File: config.mk
export PLATFORM = sky130hd
export DESIGN_NAME = sha256_msg_padder
export DESIGN_NICKNAME = d
export VERILOG_FILES = /design/src/rtl/sha256_msg_padder.sv
export SDC_FILE = /design/constraint.sdc
export NUM_CORES = 1
export LEC_CHECK = 0
export BUFFER_PORTS_ARGS = -buffer_cell sky130_fd_sc_hd__buf_2
export CAP_MARGIN = 15
export CORE_AREA = 2 2 217 219
export DETAILED_ROUTE_END_ITERATION = 8
export DIE_AREA = 0 0 219 221
export PLACE_DENSITY = 0.74
export SETUP_SLACK_MARGIN = 0.5
export SLEW_MARGIN = 15
export SYNTH_ARGS = -nofsm -noshare
export SYNTH_HDL_FRONTEND = slang
export SYNTH_SLANG_ARGS = --single-unit
export TNS_END_PERCENT = 1
File: constraint.sdc
create_clock -name clk -period 3.75 [get_ports clk]
set_input_delay 0.375 -clock clk [delete_from_list [all_inputs] [get_ports clk]]
set_output_delay 0.375 -clock clk [all_outputs]
set_load 0.005 [all_outputs]
File: src/rtl/sha256_msg_padder.sv
// sha256_msg_padder: FIPS 180-4 padding front-end for the SHA-256 core.
// Packs 32-bit message words into 512-bit blocks with 0x80, zero fill and length.
module sha256_msg_padder #(
  parameter int LEN_W = 64
) (
  input  logic         clk,
  input  logic         rst,
  input  logic [31:0]  in_data,
  input  logic         in_valid,
  input  logic         in_last,
  input  logic [2:0]   in_bytes,
  output logic         in_ready,
  output logic [511:0] blk_data,
  output logic         blk_valid,
  output logic         blk_first,
  output logic         blk_last,
  input  logic         blk_ready
);

  typedef enum logic [1:0] {FILL, PAD, EMIT} state_t;

  state_t           st_q;
  logic [4:0]       idx_q;
  logic [LEN_W-1:0] len_q;
  logic             pad_done_q;
  logic             padding_q;
  logic             spill_q;
  logic             in_ready_q;
  logic             blk_valid_q;
  logic             blk_first_q;
  logic             blk_last_q;
  logic [31:0]      buf_q [16];

  logic [2:0]  k;
  logic [31:0] tail_w;
  logic [63:0] len64;
  logic [3:0]  wi;
  logic        acc;

  assign k     = (in_bytes > 3'd4) ? 3'd4 : in_bytes;
  assign len64 = 64'(len_q);
  assign wi    = idx_q[3:0];
  assign acc   = in_valid & in_ready_q;

  always_comb begin
    tail_w = '0;
    for (int b = 0; b < 4; b++) begin
      if (3'(b) < k)
        tail_w[31-8*b -: 8] = in_data[31-8*b -: 8];
      else if (3'(b) == k)
        tail_w[31-8*b -: 8] = 8'h80;
    end
  end

  always_ff @(posedge clk) begin
    if (rst) begin
      st_q        <= FILL;
      idx_q       <= '0;
      len_q       <= '0;
      pad_done_q  <= 1'b0;
      padding_q   <= 1'b0;
      spill_q     <= 1'b0;
      in_ready_q  <= 1'b0;
      blk_valid_q <= 1'b0;
      blk_first_q <= 1'b1;
      blk_last_q  <= 1'b0;
      for (int i = 0; i < 16; i++)
        buf_q[i] <= '0;
    end else begin
      unique case (st_q)
        FILL: begin
          in_ready_q <= 1'b1;
          if (acc) begin
            idx_q <= idx_q + 5'd1;
            if (!in_last) begin
              buf_q[wi] <= in_data;
              len_q     <= len_q + LEN_W'(32);
            end else begin
              buf_q[wi]  <= tail_w;
              len_q      <= len_q + LEN_W'({k, 3'b000});
              pad_done_q <= (k != 3'd4);
              padding_q  <= 1'b1;
              spill_q    <= (k != 3'd4) && (idx_q >= 5'd14);
              st_q       <= PAD;
              in_ready_q <= 1'b0;
            end
            if (idx_q == 5'd15) begin
              st_q        <= EMIT;
              in_ready_q  <= 1'b0;
              blk_valid_q <= 1'b1;
              blk_last_q  <= 1'b0;
            end
          end
        end
        PAD: begin
          if (idx_q == 5'd16) begin
            st_q        <= EMIT;
            blk_valid_q <= 1'b1;
            blk_last_q  <= 1'b0;
          end else begin
            idx_q <= idx_q + 5'd1;
            // spill: marker sits in word 14/15, length goes to next block
            if (!pad_done_q) begin
              buf_q[wi]  <= 32'h8000_0000;
              pad_done_q <= 1'b1;
              spill_q    <= (idx_q >= 5'd14);
            end else if (!spill_q && idx_q == 5'd14) begin
              buf_q[wi] <= len64[63:32];
            end else if (!spill_q && idx_q == 5'd15) begin
              buf_q[wi]   <= len64[31:0];
              st_q        <= EMIT;
              blk_valid_q <= 1'b1;
              blk_last_q  <= 1'b1;
            end else begin
              buf_q[wi] <= '0;
            end
          end
        end
        EMIT: begin
          if (blk_valid_q && blk_ready) begin
            blk_valid_q <= 1'b0;
            idx_q       <= '0;
            blk_first_q <= blk_last_q;
            spill_q     <= 1'b0;
            if (blk_last_q) begin
              len_q      <= '0;
              pad_done_q <= 1'b0;
              padding_q  <= 1'b0;
              blk_last_q <= 1'b0;
              st_q       <= FILL;
              in_ready_q <= 1'b1;
            end else if (padding_q) begin
              st_q <= PAD;
            end else begin
              st_q       <= FILL;
              in_ready_q <= 1'b1;
            end
          end
        end
        default: st_q <= FILL;
      endcase
    end
  end

  for (genvar i = 0; i < 16; i++) begin : g_blk
    assign blk_data[511-32*i -: 32] = buf_q[i];
  end

  assign in_ready  = in_ready_q;
  assign blk_valid = blk_valid_q;
  assign blk_first = blk_first_q;
  assign blk_last  = blk_last_q;

endmodule

==> flow_summary.json <==
{
  "ys.flop_type": "edfxtp_1",
  "power.switching_mw": 3.587,
  "worstHoldPathType": "input pin to flop",
  "via_per_inst": 5.925,
  "fin_util_pct": 62.81,
  "synth_edf_count": 512,
  "setup_violations": 0,
  "firstDrtPassIters": 6,
  "cp.required_ns": 4.29,
  "final.fill_count": 3496,
  "final_common_cell": "buf_2",
  "cts_tree": "built",
  "ys_async_sr_fraction_pct": 0,
  "cp-end-kind": "flop",
  "startpoint_type": "flop",
  "cts_root_buffer": "clkbuf_16",
  "dr_total_vias": 18060,
  "fmax_mhz": 306.2,
  "placed_area_um2": 27080,
  "numCtsBuffers": 58,
  "grt_overflow": 0,
  "clkLatencyLatePin_ns": 0.61,
  "grt.total_usage_pct": 31.95,
  "combPwrFrac_pct": 9.3,
  "seq_power_share_pct": 51.5,
  "synth_xor_area_share_pct": 0.7538,
  "post-route-drc-count": 0,
  "finalInstanceArea_um2": 28930,
  "netlist_instances": 1816,
  "crit_path_max_fanout": 18,
  "synth_compound_area_share_pct": 6.073,
  "min_period_ns": 3.266,
  "ant_nets": 0,
  "post_cts_resized": 0,
  "grt_first_pass_wirelength_mm": 113.7,
  "ir_worst_vdd_uv": 347.3,
  "synth_area_um2": 23240,
  "wl_per_cell_um": 25.69,
  "final_cells": 3049,
  "hold_end": "blk_first$_SDFFE_PP1P_",
  "cts_setup_buffers": 0,
  "grt_pass1_vias": 16880,
  "min_from": "blk_ready",
  "yosysUniqueCellTypes": 79,
  "p_sw_share_pct": 24.67,
  "tns_ns": 0,
  "reg2reg_from": "st_q[0]$_SDFFE_PP0P_",
  "core_um2": 46060,
  "cellPowerDensity_nw_per_um2": 502.5,
  "initial_core_util_pct": 50.45,
  "clock_sinks": 587,
  "cts_buffer_depth": 3,
  "area_growth_pct": 24.50,
  "final_layout_size_suffix_gt1_share_pct": 32.81,
  "final_hold_viol_count": 0,
  "routed_wl_mm": 78.33,
  "synth_nets": 1870,
  "rsz0062_at_grt": "true",
  "worstReg2RegEnd": "len64[48]$_SDFFE_PP0P_",
  "nets": 2448,
  "status": "finished clean",
  "fin_crit_sh_pct": 87.08,
  "hold_buffers": 0,
  "layout_common_cells": "555 x buf_2, 512 x edfxtp_1, 487 x nor2_1",
  "relSlewSlack_pct": 38.84,
  "rrSetupSlack_ns": 0.48,
  "die-area_um2": 48400,
  "io_pins": 556,
  "gp_congestion": 0.9341,
  "seq_area_frac_synth_pct": 72.62,
  "finClkSkew_ns": 0.01394,
  "grt_max_degree": 49,
  "place_hpwl_mm": 54.75,
  "place_inst": 2940,
  "postSynthAreaPerCell_um2": 12.80,
  "p_int_mw": 10.95,
  "hold_depth": 3,
  "die_y_um": 221,
  "cap_violations": 0,
  "worst_pin_slew_ns": 0.9174,
  "drt_iter0_markers": 2388,
  "die_w_um": 219,
  "antenna_found_initial": 1,
  "clkTransAtPathRegs_ns": 0.07,
  "htree_levels": 2,
  "rows": 79,
  "yosysWarnings": 0,
  "cp_data_arrival_time_ns": 3.81,
  "clkPwrFrac_pct": 39.1,
  "slew_violations": 0,
  "synth_top_family_by_area": "simple AND/OR/NAND/NOR gates",
  "yosys_register_bits": 587,
  "synth_simple_gate_area_share_pct": 16.81,
  "synthAdderAreaFrac_pct": 0.7861,
  "path_class": "flop to flop",
  "power_leakage_nw": 11.43,
  "rr_worst_depth": 7,
  "synth_mux_area_share_pct": 0.2261,
  "io_buffers": 555
}
-- logic make-up after synthesis --
family	count (synthesis)
AND/OR/NAND/NOR	845
flip-flops	587
AO/OA/AOI/OAI	196
buffers and inverters	149
XOR/XNOR	20
adder cells (fa/ha/maj)	14
multiplexers	5
-- power by group through the flow --
stage | registers [mW] | logic (mW) | clock network [mW]
finish | 7.49 | 1.36 | 5.69
global route | 7.51 | 1.43 | 5.98
CTS | 7.49 | 1.34 | 5.70
detailed placement | 7.63 | 1.33 | 0
global placement | 7.62 | 1.31 | 0
floorplan | 7.64 | 0.569 | 0
-- flip-flops by register name, indices dropped and copies added, names as in the netlist --
name	count
blk_first	1
blk_last	1
blk_valid	1
buf_q	512
idx_q	5
in_ready	1
len64	61
pad_done_q	1
padding_q	1
spill_q	1
st_q	2
-- Yosys cell counts, drive strengths merged (11+ instances only) --
| master | n | area share [%] |
|---|---|---|
| edfxtp | 512 | 66 |
| nor2 | 488 | 7.9 |
| nor3 | 88 | 2.0 |
| clkbuf | 84 | 1.4 |
| dfxtp | 75 | 6.5 |
| nand2 | 69 | 1.1 |
| a21oi | 65 | 1.4 |
| buf | 46 | 1.1 |
| nand3 | 45 | 0.99 |
| o21ai | 31 | 0.68 |
| nand4 | 28 | 0.78 |
| or4 | 23 | 0.74 |
| nand2b | 21 | 0.60 |
| o31ai | 21 | 0.68 |
| inv | 19 | 0.31 |
| or3 | 18 | 0.51 |
| a22oi | 16 | 0.71 |
| a22o | 15 | 0.57 |
| ha | 13 | 0.70 |
| xor2 | 13 | 0.49 |
| nor4 | 11 | 0.41 |
-- worst max-delay path by stage --
stage	startpoint	endpoint	depth (start not counted)
5_1_grt	st_q[0]$_SDFFE_PP0P_	len64[47]$_SDFFE_PP0P_	7
3_5_place_dp	idx_q[2]$_SDFFE_PP0P_	buf_q[10][28]$_SDFFCE_PN0P_	8
4_1_cts	st_q[0]$_SDFFE_PP0P_	buf_q[4][9]$_SDFFCE_PN0P_	7
3_3_place_gp	st_q[0]$_SDFFE_PP0P_	buf_q[10][14]$_SDFFCE_PN0P_	8
6_report	st_q[0]$_SDFFE_PP0P_	len64[48]$_SDFFE_PP0P_	7
2_1_floorplan	idx_q[0]$_SDFFE_PP0P_	buf_q[14][0]$_SDFFCE_PN0P_	7
-- layer usage --
metal / global-route usage [%] / share of wire [%] / wire length (µm) / vias to the layer above
li1: - / - / - / 7735
met1: 42.01 / 35 / 27690 / 8808
met2: 52.51 / 49 / 38300 / 1333
met3: 6.296 / 11 / 8815 / 188
met4: 12.42 / 4.5 / 3523 / 0
met5: 0 / 0 / 0 / -
-- critical path: stages, from the launching register on --
cell	delay, ns
dfxtp_1	0.35
inv_1	0.11
ha_1	0.63
nand3_2	0.33
a211oi_2	0.50
o2111ai_1	0.55
or4_1	0.57
a21oi_1	0.14
-- layout make-up --
type / instances / area, µm² / share of cell area (%)
Sequential cell: 587 / 16880 / 58.33
Multi-Input combinational cell: 1080 / 5843 / 20.20
Timing Repair Buffer: 648 / 3538 / 12.23
Clock buffer: 66 / 1503 / 5.194
Tap cell: 607 / 759.5 / 2.625
Clock inverter: 41 / 337.8 / 1.168
Inverter: 19 / 71.32 / 0.2465
Antenna cell: 1 / 2.502 / 0.008649
-- per-stage QoR --
step	hold slack (ns)	worst slack (ns)	power, mW
after global routing	0.2198	0.3289	14.92
after global placement	0.4538	0.6167	8.929
after detailed placement	0.4581	0.5619	8.964
after CTS	0.1653	0.5384	14.54
after floorplan	0.4526	0.9740	8.211
final	0.1782	0.4845	14.54
(Power assumes the default switching activity.)
